[config.mk]
export PLATFORM = sky130hd
export DESIGN_NAME = inst_axi_rd_bridge_flat
export DESIGN_NICKNAME = d
export VERILOG_FILES = /design/src/rtl/inst_axi_rd_bridge_if.sv /design/src/rtl/inst_axi_rd_bridge.sv /design/src/flat_wrapper.sv
export SDC_FILE = /design/constraint.sdc
export NUM_CORES = 1
export LEC_CHECK = 0
export ABC_CLOCK_PERIOD_IN_PS = 2350
export CAP_MARGIN = 20
export CORE_UTILIZATION = 35
export DETAILED_ROUTE_END_ITERATION = 6
export GPL_TIMING_DRIVEN = 0
export HOLD_SLACK_MARGIN = 0.08
export PLACE_DENSITY = 0.8
export SLEW_MARGIN = 25
export SYNTH_ARGS = -nofsm -noshare
export SYNTH_HDL_FRONTEND = slang
export SYNTH_SLANG_ARGS = --single-unit
export TNS_END_PERCENT = 20
[constraint.sdc]
create_clock -name clk -period 2.35 [get_ports clk]
set_input_delay 0.5875 -clock clk [delete_from_list [all_inputs] [get_ports clk]]
set_output_delay 0.5875 -clock clk [all_outputs]
set_load 0.05 [all_outputs]
[src/rtl/inst_axi_rd_bridge_if.sv]
// Bus bundles for inst_axi_rd_bridge.
//   inst_sram_if : fetch-stage sram-like instruction port (req / addr_ok / data_ok).
//                  master = fetch stage, slave = bridge.
//   axi_rd_if    : AXI4 read-address and read-data channels.
//                  master = bridge, slave = interconnect.

interface inst_sram_if;
  logic        inst_req;
  logic        inst_wr;
  logic [1:0]  inst_size;
  logic [31:0] inst_addr;
  logic [31:0] inst_wdata;
  logic [31:0] inst_rdata;
  logic        inst_addr_ok;
  logic        inst_data_ok;
  logic        inst_data_err;

  modport master (
    output inst_req, inst_wr, inst_size, inst_addr, inst_wdata,
    input  inst_rdata, inst_addr_ok, inst_data_ok, inst_data_err
  );
  modport slave (
    input  inst_req, inst_wr, inst_size, inst_addr, inst_wdata,
    output inst_rdata, inst_addr_ok, inst_data_ok, inst_data_err
  );
endinterface

interface axi_rd_if;
  logic [3:0]  arid;
  logic [31:0] araddr;
  logic [7:0]  arlen;
  logic [2:0]  arsize;
  logic [1:0]  arburst;
  logic [1:0]  arlock;
  logic [3:0]  arcache;
  logic [2:0]  arprot;
  logic        arvalid;
  logic        arready;
  logic [3:0]  rid;
  logic [31:0] rdata;
  logic [1:0]  rresp;
  logic        rlast;
  logic        rvalid;
  logic        rready;

  modport master (
    output arid, araddr, arlen, arsize, arburst, arlock, arcache, arprot, arvalid, rready,
    input  arready, rid, rdata, rresp, rlast, rvalid
  );
  modport slave (
    input  arid, araddr, arlen, arsize, arburst, arlock, arcache, arprot, arvalid, rready,
    output arready, rid, rdata, rresp, rlast, rvalid
  );
endinterface

[src/rtl/inst_axi_rd_bridge.sv]
// Fetch-side sram-like instruction interface to single-beat AXI4 reads.
// Up to MAX_OUTSTANDING accepted reads may await data; responses return in
// order under a single constant ARID. Read data is registered and held until
// the next return.
//
// Ports:
//   clk    : clock, rising edge
//   reset  : synchronous, active-high
//   inst   : inst_sram_if.slave  (fetch stage request / data return)
//   axi    : axi_rd_if.master    (AR and R channels to the interconnect)
//
// AR channel states:
//   state | meaning
//   IDLE  | no address pending, arvalid low
//   BUSY  | arvalid high, araddr/arsize held until arready

module inst_axi_rd_bridge #(
  parameter int         MAX_OUTSTANDING = 2,
  parameter logic [3:0] ARID            = 4'd0
) (
  input  logic        clk,
  input  logic        reset,
  inst_sram_if.slave  inst,
  axi_rd_if.master    axi
);

  localparam int            CW      = $clog2(MAX_OUTSTANDING + 1);
  localparam logic [CW-1:0] MAX_CNT = CW'(MAX_OUTSTANDING);
  localparam logic [CW-1:0] ONE     = CW'(1);

  typedef enum logic {IDLE, BUSY} state_t;

  state_t        state;
  logic [CW-1:0] cnt;
  logic          arvalid_q;
  logic [31:0]   araddr_q;
  logic [2:0]    arsize_q;
  logic          rready_q;
  logic [31:0]   rdata_q;
  logic          data_ok_q;
  logic          data_err_q;

  logic r_fire;
  logic accept;

  // Only a beat matching an outstanding request counts; stray beats (e.g.
  // left over from before a reset) are consumed silently.
  assign r_fire = axi.rvalid && axi.rready && axi.rlast && (cnt != '0);

  // A return in the same cycle frees a slot, so a full bridge can still accept.
  assign accept = inst.inst_req && !inst.inst_wr &&
                  ((state == IDLE) || axi.arready) &&
                  ((cnt < MAX_CNT) || r_fire);

  always_ff @(posedge clk) begin
    if (reset) begin
      state      <= IDLE;
      arvalid_q  <= 1'b0;
      araddr_q   <= '0;
      arsize_q   <= '0;
      cnt        <= '0;
      rready_q   <= 1'b0;
      rdata_q    <= '0;
      data_ok_q  <= 1'b0;
      data_err_q <= 1'b0;
    end else begin
      rready_q   <= 1'b1;
      data_ok_q  <= r_fire;
      data_err_q <= r_fire && (axi.rresp != 2'b00);
      if (r_fire) rdata_q <= axi.rdata;

      if (accept && !r_fire)      cnt <= cnt + ONE;
      else if (r_fire && !accept) cnt <= cnt - ONE;

      case (state)
        IDLE: begin
          if (accept) begin
            araddr_q  <= inst.inst_addr;
            arsize_q  <= {1'b0, inst.inst_size};
            arvalid_q <= 1'b1;
            state     <= BUSY;
          end
        end
        BUSY: begin
          // accept in BUSY implies arready, i.e. the current address is
          // handshaking and the slot can be reloaded back-to-back.
          if (accept) begin
            araddr_q <= inst.inst_addr;
            arsize_q <= {1'b0, inst.inst_size};
          end else if (axi.arready) begin
            arvalid_q <= 1'b0;
            state     <= IDLE;
          end
        end
        default: begin
          arvalid_q <= 1'b0;
          state     <= IDLE;
        end
      endcase
    end
  end

  assign inst.inst_addr_ok  = accept;
  assign inst.inst_rdata    = rdata_q;
  assign inst.inst_data_ok  = data_ok_q;
  assign inst.inst_data_err = data_err_q;

  assign axi.arid    = ARID;
  assign axi.araddr  = araddr_q;
  assign axi.arlen   = 8'd0;
  assign axi.arsize  = arsize_q;
  assign axi.arburst = 2'b01;
  assign axi.arlock  = 2'b00;
  assign axi.arcache = 4'd0;
  assign axi.arprot  = 3'd0;
  assign axi.arvalid = arvalid_q;
  assign axi.rready  = rready_q;

  // Write data and read ID carry no information for an in-order read bridge.
  logic unused_ok;
  assign unused_ok = ^{inst.inst_wdata, axi.rid};

endmodule
[src/flat_wrapper.sv]
// flat-port wrapper written by rule: the top's interface ports become plain ports
module inst_axi_rd_bridge_flat 
#(
  parameter int         MAX_OUTSTANDING = 2,
  parameter logic [3:0] ARID            = 4'd0
)
  (clk, reset, inst_inst_req, inst_inst_wr, inst_inst_size, inst_inst_addr, inst_inst_wdata, inst_inst_rdata, inst_inst_addr_ok, inst_inst_data_ok, inst_inst_data_err, axi_arid, axi_araddr, axi_arlen, axi_arsize, axi_arburst, axi_arlock, axi_arcache, axi_arprot, axi_arvalid, axi_rready, axi_arready, axi_rid, axi_rdata, axi_rresp, axi_rlast, axi_rvalid);
  inst_sram_if inst_i ();
  axi_rd_if axi_i ();
  input  logic clk;
  input  logic reset;
  input wire logic [$bits(inst_i.inst_req)-1:0] inst_inst_req;
  input wire logic [$bits(inst_i.inst_wr)-1:0] inst_inst_wr;
  input wire logic [$bits(inst_i.inst_size)-1:0] inst_inst_size;
  input wire logic [$bits(inst_i.inst_addr)-1:0] inst_inst_addr;
  input wire logic [$bits(inst_i.inst_wdata)-1:0] inst_inst_wdata;
  output wire logic [$bits(inst_i.inst_rdata)-1:0] inst_inst_rdata;
  output wire logic [$bits(inst_i.inst_addr_ok)-1:0] inst_inst_addr_ok;
  output wire logic [$bits(inst_i.inst_data_ok)-1:0] inst_inst_data_ok;
  output wire logic [$bits(inst_i.inst_data_err)-1:0] inst_inst_data_err;
  output wire logic [$bits(axi_i.arid)-1:0] axi_arid;
  output wire logic [$bits(axi_i.araddr)-1:0] axi_araddr;
  output wire logic [$bits(axi_i.arlen)-1:0] axi_arlen;
  output wire logic [$bits(axi_i.arsize)-1:0] axi_arsize;
  output wire logic [$bits(axi_i.arburst)-1:0] axi_arburst;
  output wire logic [$bits(axi_i.arlock)-1:0] axi_arlock;
  output wire logic [$bits(axi_i.arcache)-1:0] axi_arcache;
  output wire logic [$bits(axi_i.arprot)-1:0] axi_arprot;
  output wire logic [$bits(axi_i.arvalid)-1:0] axi_arvalid;
  output wire logic [$bits(axi_i.rready)-1:0] axi_rready;
  input wire logic [$bits(axi_i.arready)-1:0] axi_arready;
  input wire logic [$bits(axi_i.rid)-1:0] axi_rid;
  input wire logic [$bits(axi_i.rdata)-1:0] axi_rdata;
  input wire logic [$bits(axi_i.rresp)-1:0] axi_rresp;
  input wire logic [$bits(axi_i.rlast)-1:0] axi_rlast;
  input wire logic [$bits(axi_i.rvalid)-1:0] axi_rvalid;
  assign inst_i.inst_req = inst_inst_req;
  assign inst_i.inst_wr = inst_inst_wr;
  assign inst_i.inst_size = inst_inst_size;
  assign inst_i.inst_addr = inst_inst_addr;
  assign inst_i.inst_wdata = inst_inst_wdata;
  assign inst_inst_rdata = inst_i.inst_rdata;
  assign inst_inst_addr_ok = inst_i.inst_addr_ok;
  assign inst_inst_data_ok = inst_i.inst_data_ok;
  assign inst_inst_data_err = inst_i.inst_data_err;
  assign axi_arid = axi_i.arid;
  assign axi_araddr = axi_i.araddr;
  assign axi_arlen = axi_i.arlen;
  assign axi_arsize = axi_i.arsize;
  assign axi_arburst = axi_i.arburst;
  assign axi_arlock = axi_i.arlock;
  assign axi_arcache = axi_i.arcache;
  assign axi_arprot = axi_i.arprot;
  assign axi_arvalid = axi_i.arvalid;
  assign axi_rready = axi_i.rready;
  assign axi_i.arready = axi_arready;
  assign axi_i.rid = axi_rid;
  assign axi_i.rdata = axi_rdata;
  assign axi_i.rresp = axi_rresp;
  assign axi_i.rlast = axi_rlast;
  assign axi_i.rvalid = axi_rvalid;
  inst_axi_rd_bridge #(.MAX_OUTSTANDING(MAX_OUTSTANDING), .ARID(ARID)) u_core (.clk(clk), .reset(reset), .inst(inst_i), .axi(axi_i));
endmodule
==> key figures <==
Timing
  – Fin crit share: 0.964
  – Worst Tran Pin Value: 0.530 ns
  – Hold slack: 0.455 ns
  – Final Max Slew Viols: 0
  – Slew HR: 0.645
  – Final hold vios: 0
  – Final setup TNS: 0 ns
  – Peak Freq: 0.441 GHz
  – Unrepaired setup endpoints after global routing: no
  – Skew final: 0.0115 ns
  – Min Tclk post-route: 2.27 ns
  – Final setup violation count: 0

Final layout
  – Diodes inserted: 0
  – P&R area growth vs syn: 64.4%
  – Layout cells sized above 1: 0.117
  – Nets: 629
  – Final Util: 0.593
  – Final Cell Area: 4850 um^2

Clock network
  – Post-CTS Hold Buffers: 0
  – Worst-skew pair later-pin latency: 0.34 ns
  – Clock transition at the registers of the reported paths: 0.07 ns
  – H-tree levels: 3
  – Clk sinks: 73
  – Clock buffer depth: 2
  – Num CTS Buffers: 9
  – Root buf cell: clkbuf_8
  – CTS tree: done

Run
  – # Max-Cap Violations: 0

Synth
  – Post-Synthesis Cells: 338
  – Synthesized area: 2950 um^2
  – Yosys warns: 0
  – Top cells by area, synth: dfxtp_1 (50%), nand2_1 (17%), mux2i_1 (12%), buf_4 (6.9%), a21oi_1 (5.6%)
  – Yosys cell types: 26
  – Post-synthesis sequential area ratio: 0.496
  – Yosys top cell by area: dfxtp_1
  – Ys flop type: dfxtp_1
  – Synthesized flop and latch total: 73
  – Top cell type's share of synthesized area: 0.496
  – Syn avg cell area: 8.73 um^2
  – Post-synth EDFFs: 0
  – Async SR Flop Fraction: 0

Floorplan
  – Initial Util: 0.361
  – Die width: 93.8 um
  – Core Rows: 33
  – Die area: 8800 um^2
  – # IOs: 206
  – Die H: 93.8 um
  – Core Area: 8180 um^2

Setup path
  – Required time worst endpoint: 1.76 ns
  – CP endpoint kind: output port
  – CP Data Arrival Time: 1.68 ns
  – R2r setup slk: 0.39 ns
  – Worst Setup Path Type: in2out
  – CP max FO: 2
  – CP startpoint kind: primary input

Route
  – First-pass detailed-route iteration total: 4
  – Vias/cell: 4.42
  – Remaining DRCs: 0
  – Iter 0 DRT Violations: 54
  – DR vias: 2769
  – Antenna-violating nets left: 0
  – Final WL: 7.76 mm
  – WL per Instance: 12.4 um

Placed design
  – Gpl congestion: 0.738
  – PortBufs: 144
  – Post-DP Area: 4600 um^2
  – Post-DP HPWL: 5.81 mm

GRT
  – GRT Total Usage: 0.184
  – Largest net degree at the start of global routing: 13
  – Vias in the first global route: 2702
  – Initial antenna violation count: 0
  – Total grt overflow: 0
  – First-pass GRT wire length: 12.6 mm

Power
  – P_leak: 0.00189 uW
  – IR drop worst, VDD: 0.350 mV
  – Power per standard cell area: 663 nW/um^2

Run status
  – Status: finished clean

Hold path
  – Worst Hold Class: reg2reg
==> synth_stat cells, drive strengths merged, types with 2 or more instances <==
| library cell | number |
|---|---|
| nand2 | 133 |
| dfxtp | 73 |
| buf | 37 |
| mux2i | 34 |
| a21oi | 33 |
| clkbuf | 8 |
| a211oi | 2 |
| conb | 2 |
| nor2 | 2 |
| o21a | 2 |
| xor2 | 2 |
==> report_power, final <==
| part | leakage, uW | switching, uW | internal (uW) |
|---|---|---|---|
| Sequential | 0.000594 | 34.5 | 1290 |
| Combinational | 0.00118 | 428 | 304 |
| Clock | 0.000115 | 456 | 695 |
| Total | 0.00189 | 918 | 2290 |
==> timing repair <==
item / CTS / global route
endpoints found under the setup margin: 1 / 0
setup buffers: 3 / 0
resized for setup: 9 / 0
==> registers in the layout, summed over array words and instances, names as in the netlist <==
name,cells
u_core.axi.arvalid,1
u_core.inst.inst_data_ok,1
u_core.axi.arsize,2
u_core.cnt,2
u_core.inst.inst_rdata,32
u_core.axi.araddr,32
u_core.state,1
u_core.axi.rready,1
u_core.inst.inst_data_err,1
==> through the flow <==
stage                     std cells  setup WS [ns]  total power [uW]
after floorplan                 360          0.145              1820
after global placement          609         -0.866              2070
after detailed placement        609         -0.875              2090
after CTS                       626         0.0789              3250
after global routing            626         0.0440              3350
final                           626         0.0849              3210
==> final cells by class <==
class                      count  area [um^2]
multi-input combinational    240         1230
clock inverter                 6          108
inverter                       2         8.76
clock buffer                   9          124
tap                          105          131
timing repair buffer         147         1470
buffer                        44          313
fill                         729         3330
sequential                    73         1460
==> worst max-delay path: stages <==
cell and delay (ns):
clkdlybuf4s50_1 0.47, and2b_4 0.19, a211oi_2 0.16, buf_6 0.14, buf_12 0.12
==> layer usage <==
metal / vias to the layer above / global-route usage / share of wire
li1: 1389 / - / -
met1: 1239 / 0.204 / 0.41
met2: 132 / 0.310 / 0.45
met3: 9 / 0.0728 / 0.12
met4: 0 / 0.0808 / 0.012
met5: - / 0 / 0
==> path summary, 6_finish.rpt <==
kind                        startpoint  depth (start not counted)                        end
min          u_core.inst.inst_rdata[0]                          2  u_core.inst.inst_rdata[0]
max                        axi_arready                          5          inst_inst_addr_ok
max reg2reg              u_core.cnt[1]                          6              u_core.cnt[1]
min reg2reg  u_core.inst.inst_rdata[0]                          2  u_core.inst.inst_rdata[0]
==> cell usage in the layout, fill, tap and decap left out, types with 2 or more instances in the layout <==
cell             synthesis  layout
clkbuf_8                 0       9
buf_12                   3       3
nand2_1                133     133
mux2i_1                 34      34
o21a_1                   2       2
clkinv_2                 1       3
buf_2                    5       5
a21oi_1                 33      33
bufinv_16                0       3
clkdlybuf4s50_1          0     143
nor2_1                   2       2
xor2_1                   2       2
clkbuf_1                 8       8
buf_4                   27      30
conb_1                   2      24
dfxtp_1                 73      73
==> kinds of logic after synthesis <==
| logic type | Yosys count | synth area share |
|---|---|---|
| muxes | 34 | 0.115 |
| DFF | 73 | 0.496 |
| adders and majority gates | 1 | 0.00424 |
| xor gates and xnor gates | 2 | 0.00594 |
| buffers and inverters | 47 | 0.116 |
| AOI/OAI and AO/OA | 40 | 0.0776 |
| and+or+nand+nor | 139 | 0.183 |
| other | 2 | 0.00255 |
Note: power is estimated with default switching activity, not from simulation.
